**src/rtl/marbuf_dispatch_pkg.sv**
```systemverilog
// Shared types for the marbuf dispatch stage: opcodes, FSM states
// and instruction word field positions.
package marbuf_dispatch_pkg;

  typedef enum logic [1:0] {
    OP_WRITE  = 2'b00,
    OP_DIRECT = 2'b01,
    OP_HALT   = 2'b10,
    OP_RSVD   = 2'b11
  } opc_e;

  typedef enum logic {
    ST_HALTED = 1'b0,
    ST_RUN    = 1'b1
  } state_e;

  localparam int OPC_MSB  = 31;
  localparam int OPC_LSB  = 30;
  localparam int IDX_MSB  = 29;
  localparam int IDX_LSB  = 24;
  localparam int RSV_BIT  = 23;
  localparam int DLY_MSB  = 22;
  localparam int DLY_LSB  = 16;
  localparam int DATA_MSB = 15;
  localparam int DATA_LSB = 0;

endpackage

```
**src/rtl/marbuf_dispatch.sv**
```systemverilog
// Dispatch stage: decodes instruction words into per-channel buffer strobes.
// MARBUF_DISPATCH_STALL_CNT_EN enables the saturating stall-cycle counter.
module marbuf_dispatch
  import marbuf_dispatch_pkg::*;
#(
  parameter int N_BUF = 8,
  parameter int IDX_W = 6
) (
  input  logic             clk,
  input  logic             rst,
  input  logic [31:0]      instr_i,
  input  logic             instr_valid_i,
  output logic             instr_ready_o,
  input  logic             start_i,
  input  logic             clr_err_i,
  input  logic [N_BUF-1:0] buf_full_i,
  output logic [15:0]      data_o,
  output logic [6:0]       delay_o,
  output logic [N_BUF-1:0] valid_o,
  output logic [N_BUF-1:0] direct_o,
  output logic             halted_o,
  output logic             err_o,
  output logic [15:0]      stall_cnt_o
);

  state_e state_q, state_d;

  logic [31:0]      hold_q, hold_d;
  logic             hold_v_q, hold_v_d;
  logic [15:0]      data_q, data_d;
  logic [6:0]       delay_q, delay_d;
  logic [N_BUF-1:0] valid_q, valid_d;
  logic [N_BUF-1:0] direct_q, direct_d;
  logic             err_q, err_d;

  opc_e             opc;
  logic [IDX_W-1:0] idx;
  logic [6:0]       dly;
  logic [15:0]      dat;
  logic             idx_ok;
  logic [63:0]      full_ext;
  logic [N_BUF-1:0] onehot;

  logic run;
  logic issue_wr;
  logic issue_dir;
  logic issue;
  logic halt_take;
  logic drop;
  logic stall;
  logic accept;
  logic unused_rsv;

  assign opc = opc_e'(hold_q[OPC_MSB:OPC_LSB]);
  assign idx = hold_q[IDX_MSB:IDX_LSB];
  assign dly = hold_q[DLY_MSB:DLY_LSB];
  assign dat = hold_q[DATA_MSB:DATA_LSB];

  assign unused_rsv = hold_q[RSV_BIT];

  assign idx_ok = ({1'b0, idx} < (IDX_W+1)'(N_BUF));
  assign onehot = {{(N_BUF-1){1'b0}}, 1'b1} << idx;

  // Zero-extended so any 6-bit index is a legal read.
  always_comb begin
    full_ext = '0;
    full_ext[N_BUF-1:0] = buf_full_i;
  end

  assign run = (state_q == ST_RUN);

  always_comb begin
    issue_wr  = 1'b0;
    issue_dir = 1'b0;
    halt_take = 1'b0;
    drop      = 1'b0;
    stall     = 1'b0;
    if (run && hold_v_q) begin
      unique case (opc)
        OP_WRITE: begin
          if (!idx_ok)
            drop = 1'b1;
          else if (full_ext[idx])
            stall = 1'b1;
          else
            issue_wr = 1'b1;
        end
        OP_DIRECT: begin
          if (!idx_ok)
            drop = 1'b1;
          else
            issue_dir = 1'b1;
        end
        OP_HALT: halt_take = 1'b1;
        OP_RSVD: drop = 1'b1;
      endcase
    end
  end

  assign issue = issue_wr | issue_dir;

  assign instr_ready_o = run && (!hold_v_q || issue);
  assign accept = instr_valid_i && instr_ready_o;

  always_comb begin
    state_d = state_q;
    unique case (state_q)
      ST_HALTED: if (start_i) state_d = ST_RUN;
      ST_RUN:    if (halt_take) state_d = ST_HALTED;
    endcase
  end

  always_comb begin
    hold_d   = hold_q;
    hold_v_d = hold_v_q;
    if (issue || halt_take || drop)
      hold_v_d = 1'b0;
    if (accept) begin
      hold_d   = instr_i;
      hold_v_d = 1'b1;
    end
  end

  always_comb begin
    data_d   = data_q;
    delay_d  = delay_q;
    valid_d  = issue_wr ? onehot : '0;
    direct_d = issue_dir ? onehot : '0;
    if (issue) begin
      data_d  = dat;
      delay_d = dly;
    end
  end

  // A fresh error outranks a simultaneous clear.
  always_comb begin
    err_d = err_q;
    if (clr_err_i) err_d = 1'b0;
    if (drop)      err_d = 1'b1;
  end

  always_ff @(posedge clk or posedge rst) begin
    if (rst) begin
      state_q  <= ST_HALTED;
      hold_q   <= '0;
      hold_v_q <= 1'b0;
      data_q   <= '0;
      delay_q  <= '0;
      valid_q  <= '0;
      direct_q <= '0;
      err_q    <= 1'b0;
    end else begin
      state_q  <= state_d;
      hold_q   <= hold_d;
      hold_v_q <= hold_v_d;
      data_q   <= data_d;
      delay_q  <= delay_d;
      valid_q  <= valid_d;
      direct_q <= direct_d;
      err_q    <= err_d;
    end
  end

`ifdef MARBUF_DISPATCH_STALL_CNT_EN
  logic [15:0] stall_q, stall_d;

  always_comb begin
    stall_d = stall_q;
    if (stall && (stall_q != 16'hFFFF))
      stall_d = stall_q + 16'd1;
  end

  always_ff @(posedge clk or posedge rst) begin
    if (rst) stall_q <= '0;
    else     stall_q <= stall_d;
  end

  assign stall_cnt_o = stall_q;
`else
  logic unused_stall;
  assign unused_stall = stall;
  assign stall_cnt_o  = '0;
`endif

  assign data_o   = data_q;
  assign delay_o  = delay_q;
  assign valid_o  = valid_q;
  assign direct_o = direct_q;
  assign halted_o = (state_q == ST_HALTED);
  assign err_o    = err_q;

endmodule

```
**config.mk**
```make
export PLATFORM = sky130hd
export DESIGN_NAME = marbuf_dispatch
export DESIGN_NICKNAME = d
export VERILOG_FILES = /design/src/rtl/marbuf_dispatch_pkg.sv /design/src/rtl/marbuf_dispatch.sv
export SDC_FILE = /design/constraint.sdc
export NUM_CORES = 1
export LEC_CHECK = 0
export BUFFER_PORTS_ARGS = -buffer_cell sky130_fd_sc_hd__buf_4
export CORE_AREA = 8 8 130 72
export DETAILED_ROUTE_END_ITERATION = 8
export DIE_AREA = 0 0 138 80
export PLACE_DENSITY = 0.78
export SYNTH_ARGS = -nofsm -noshare
export SYNTH_HDL_FRONTEND = slang
export SYNTH_SLANG_ARGS = --single-unit
```
**constraint.sdc**
```tcl
create_clock -name clk -period 2.6 [get_ports clk]
set_input_delay 0.26 -clock clk [delete_from_list [all_inputs] [get_ports clk]]
set_output_delay 0.26 -clock clk [all_outputs]
set_load 0.05 [all_outputs]
```
==> impl_metrics.csv <==
group,metric,value,unit
routing,vias_per_cell,5.693,
floorplan,rows,23,
cts,cts_tree,"built",
floorplan,die_h,80,um
logic_synthesis,ys_ff_latch,73,
logic_synthesis,yosys-top-cells-area,"dfrtp_1, o211ai_1, a32oi_1",
critical_path,crit_path_start_kind,"flip-flop",
placement,gp_congestion,0.8018,
cts,post-cts-setup-buffers,0,
routing,vias,2915,
placement,io_buffers,85,
global_routing,grt_pass1_vias,2917,
timing,slew_headroom,57.57,%
global_routing,grt_pass1_wl,15840,um
critical_path,cp_max_fo,13,
floorplan,die_w,138,um
logic_synthesis,synth_commonest_cells,"dfrtp_1, o211ai_1, inv_1, a32oi_1",
worst_hold_path,worstHoldPathType,"in2async",
cts,clk_pin_slew_worst_paths,60,ps
pwr,switching_share,46.87,%
timing,finalMaxSlewViolations,0,
cts,cts_max_path_buffers,2,
critical_path,arrival,2200,ps
pwr,intPower,3.547,mW
logic_synthesis,synth_top_area_cell,"dfrtp_1",
global_routing,overflow,0,
placement,dp_hpwl,6841,um
logic_synthesis,yosysSeqAreaShare,50.40,%
logic_synthesis,synth_edf_count,0,
global_routing,antenna_found_initial,0,
logic_synthesis,ys_async_sr_fraction,100.0,%
timing,tns,0,ps
routing,ant_nets,0,
logic_synthesis,syn_area_per_cell,11.15,sq um
logic_synthesis,yosysUniqueCellTypes,38,
final_layout,layout-drive-gt1-share,34.95,%
timing,rsz0062_at_grt,"no",
critical_path,endpoint_kind,"output pin",
pwr,p_per_area,1472,mW/mm^2
logic_synthesis,synth_cells,325,
pwr,peakVddDrop,730.5,uV
logic_synthesis,synth_ff_type,"dfrtp_1",
pwr,p_sw,3.129,mW
floorplan,core-area,0.007597,sq mm
final_layout,final_nets,452,
timing,clock-skew-final,8.947,ps
logic_synthesis,yosysMostFrequentCell,"dfrtp_1",
global_routing,grt_max_degree,31,
global_routing,grt_use_total,17.84,%
routing,wl_per_cell,18.74,um
cts,cts_root_buffer,"clkbuf_16",
floorplan,io_pins,103,
cts,cts_buffers,9,
routing,drc_errors,0,
cts,clock_sinks,73,
timing,setup_viol,0,
logic_synthesis,syn-cell-area,0.003625,sq mm
critical_path,required,2340,ps
routing,finalWirelength,9597,um
timing,max_freq,405.9,MHz
timing,hold_violations,0,
job,max_cap_violations,0,
logic_synthesis,ys_warn_count,0,
cts,cts_max_level,3,
pwr,p_leak,2.062,nW
final_layout,syn_to_final_growth,25.16,%
pwr,seqPwrFrac,30.6,%
cts,clk-insertion-delay-late,340,ps
floorplan,initial_core_util,47.71,%
outcome,status,"completed",
cts,post_cts_resized,0,
routing,drt-pass1-iter-count,5,
pwr,combPwrFrac,52.4,%
timing,min_period,2464,ps
pwr,power,6.676,mW
cts,hold_buffers,0,
routing,drt_iter0_drc,218,
final_layout,diodes,0,
floorplan,dieArea,0.01104,sq mm
pwr,p_clk_share,17.0,%
timing,period_share,94.76,%
logic_synthesis,yosysTopAreaCellShare,50.40,%
critical_path,worstSetupPathType,"reg2out",
timing,worstMarginPinSlew,635.5,ps
[flip-flops by register name, indices dropped and copies added (netlist names)]
name and cells:
delay_o 7, hold_q 31, hold_v_q 1, data_o 16, direct_o 8, valid_o 8, run 1, err_o 1
[area by class of cell]
cell class                      count  area [sq um]
Sequential cell                    73          1827
Timing Repair Buffer               98         748.2
Inverter                           31         116.4
Fill cell                         635          3060
Clock inverter                      6         45.04
Clock buffer                       10         229.0
Multi-Input combinational cell    194          1446
Tap cell                          100         125.1
[kinds of logic after synthesis]
family | count (synthesis) | synth area share, %
compound gates | 93 | 21.26
flops | 73 | 50.40
buf+inv | 73 | 11.25
simple gates | 58 | 8.250
mux | 27 | 8.733
other cells | 1 | 0.1035
[metal layers]
metal,vias up,GRT usage [%],part of all wire [%]
li1,1347,-,-
met1,1437,24.55,46
met2,121,26.52,45
met3,10,6.532,7.7
met4,0,3.229,0.64
met5,-,0,0
[power groups by stage]
stage	Combinational (mW)	Sequential, mW	Clock [mW]
after CTS	3.51	2.04	1.16
after global placement	3.42	2.02	0
final	3.50	2.04	1.14
after detailed placement	3.50	2.05	0
after global routing	3.76	2.11	1.22
after floorplan	2.09	2.59	0
[path summary, 6_finish.rpt]
check,slack [ps],to,start,depth (start not counted)
worst max-delay path,140,instr_ready_o,hold_q[31]$_DFFE_PP0P_,5
worst min-delay path,10,data_o[9]$_DFFE_PP0P_,rst,2
worst max register to register,370,data_o[4]$_DFFE_PP0P_,hold_q[31]$_DFFE_PP0P_,5
worst min register to register,510,data_o[12]$_DFFE_PP0P_,data_o[12]$_DFFE_PP0P_,1
max in group asynchronous,1820,data_o[3]$_DFFE_PP0P_,rst,3
min in group clk,120,err_o$_DFFE_PP0P_,clr_err_i,2
[worst max-delay path, cell delays in order, from the launching register on]
cell and delay, ps:
dfrtp_1 440, or4_4 620, nor2_4 200, o31a_4 310, a21o_1 110, buf_4 190
[placed cells by master (no fill, tap or decap), types with 2 or more instances in the layout]
cell type / synthesis / final
dfrtp_1: 73 / 73
mux2_1: 2 / 2
a32oi_1: 26 / 26
mux2i_1: 2 / 2
clkinv_4: 0 / 2
buf_4: 19 / 97
nor2_1: 19 / 19
inv_1: 31 / 30
or4_1: 2 / 2
nor3_1: 9 / 9
conb_1: 1 / 16
mux2_4: 4 / 4
clkinvlp_4: 0 / 3
nor4_1: 8 / 8
nand3_1: 2 / 2
o211ai_1: 53 / 53
clkbuf_16: 0 / 9
or3_1: 2 / 2
nand2_1: 10 / 10
mux2_2: 19 / 19
o31a_1: 4 / 4
[per-stage QoR]
step                      hold slack, ps  worst slack, ps  instance area [sq um]  utilization (%)  std cells
after floorplan                    368.5            434.7                   3681                -        340
after global routing               58.55            42.87                   4537            59.72        512
after CTS                          28.10            118.0                   4537            59.72        512
after detailed placement           383.6            375.3                   4263            56.11        496
after global placement             372.8            436.7                   4263            56.11        496
final                              11.73            136.3                   4537            59.72        512
(Power assumes the default switching activity.)
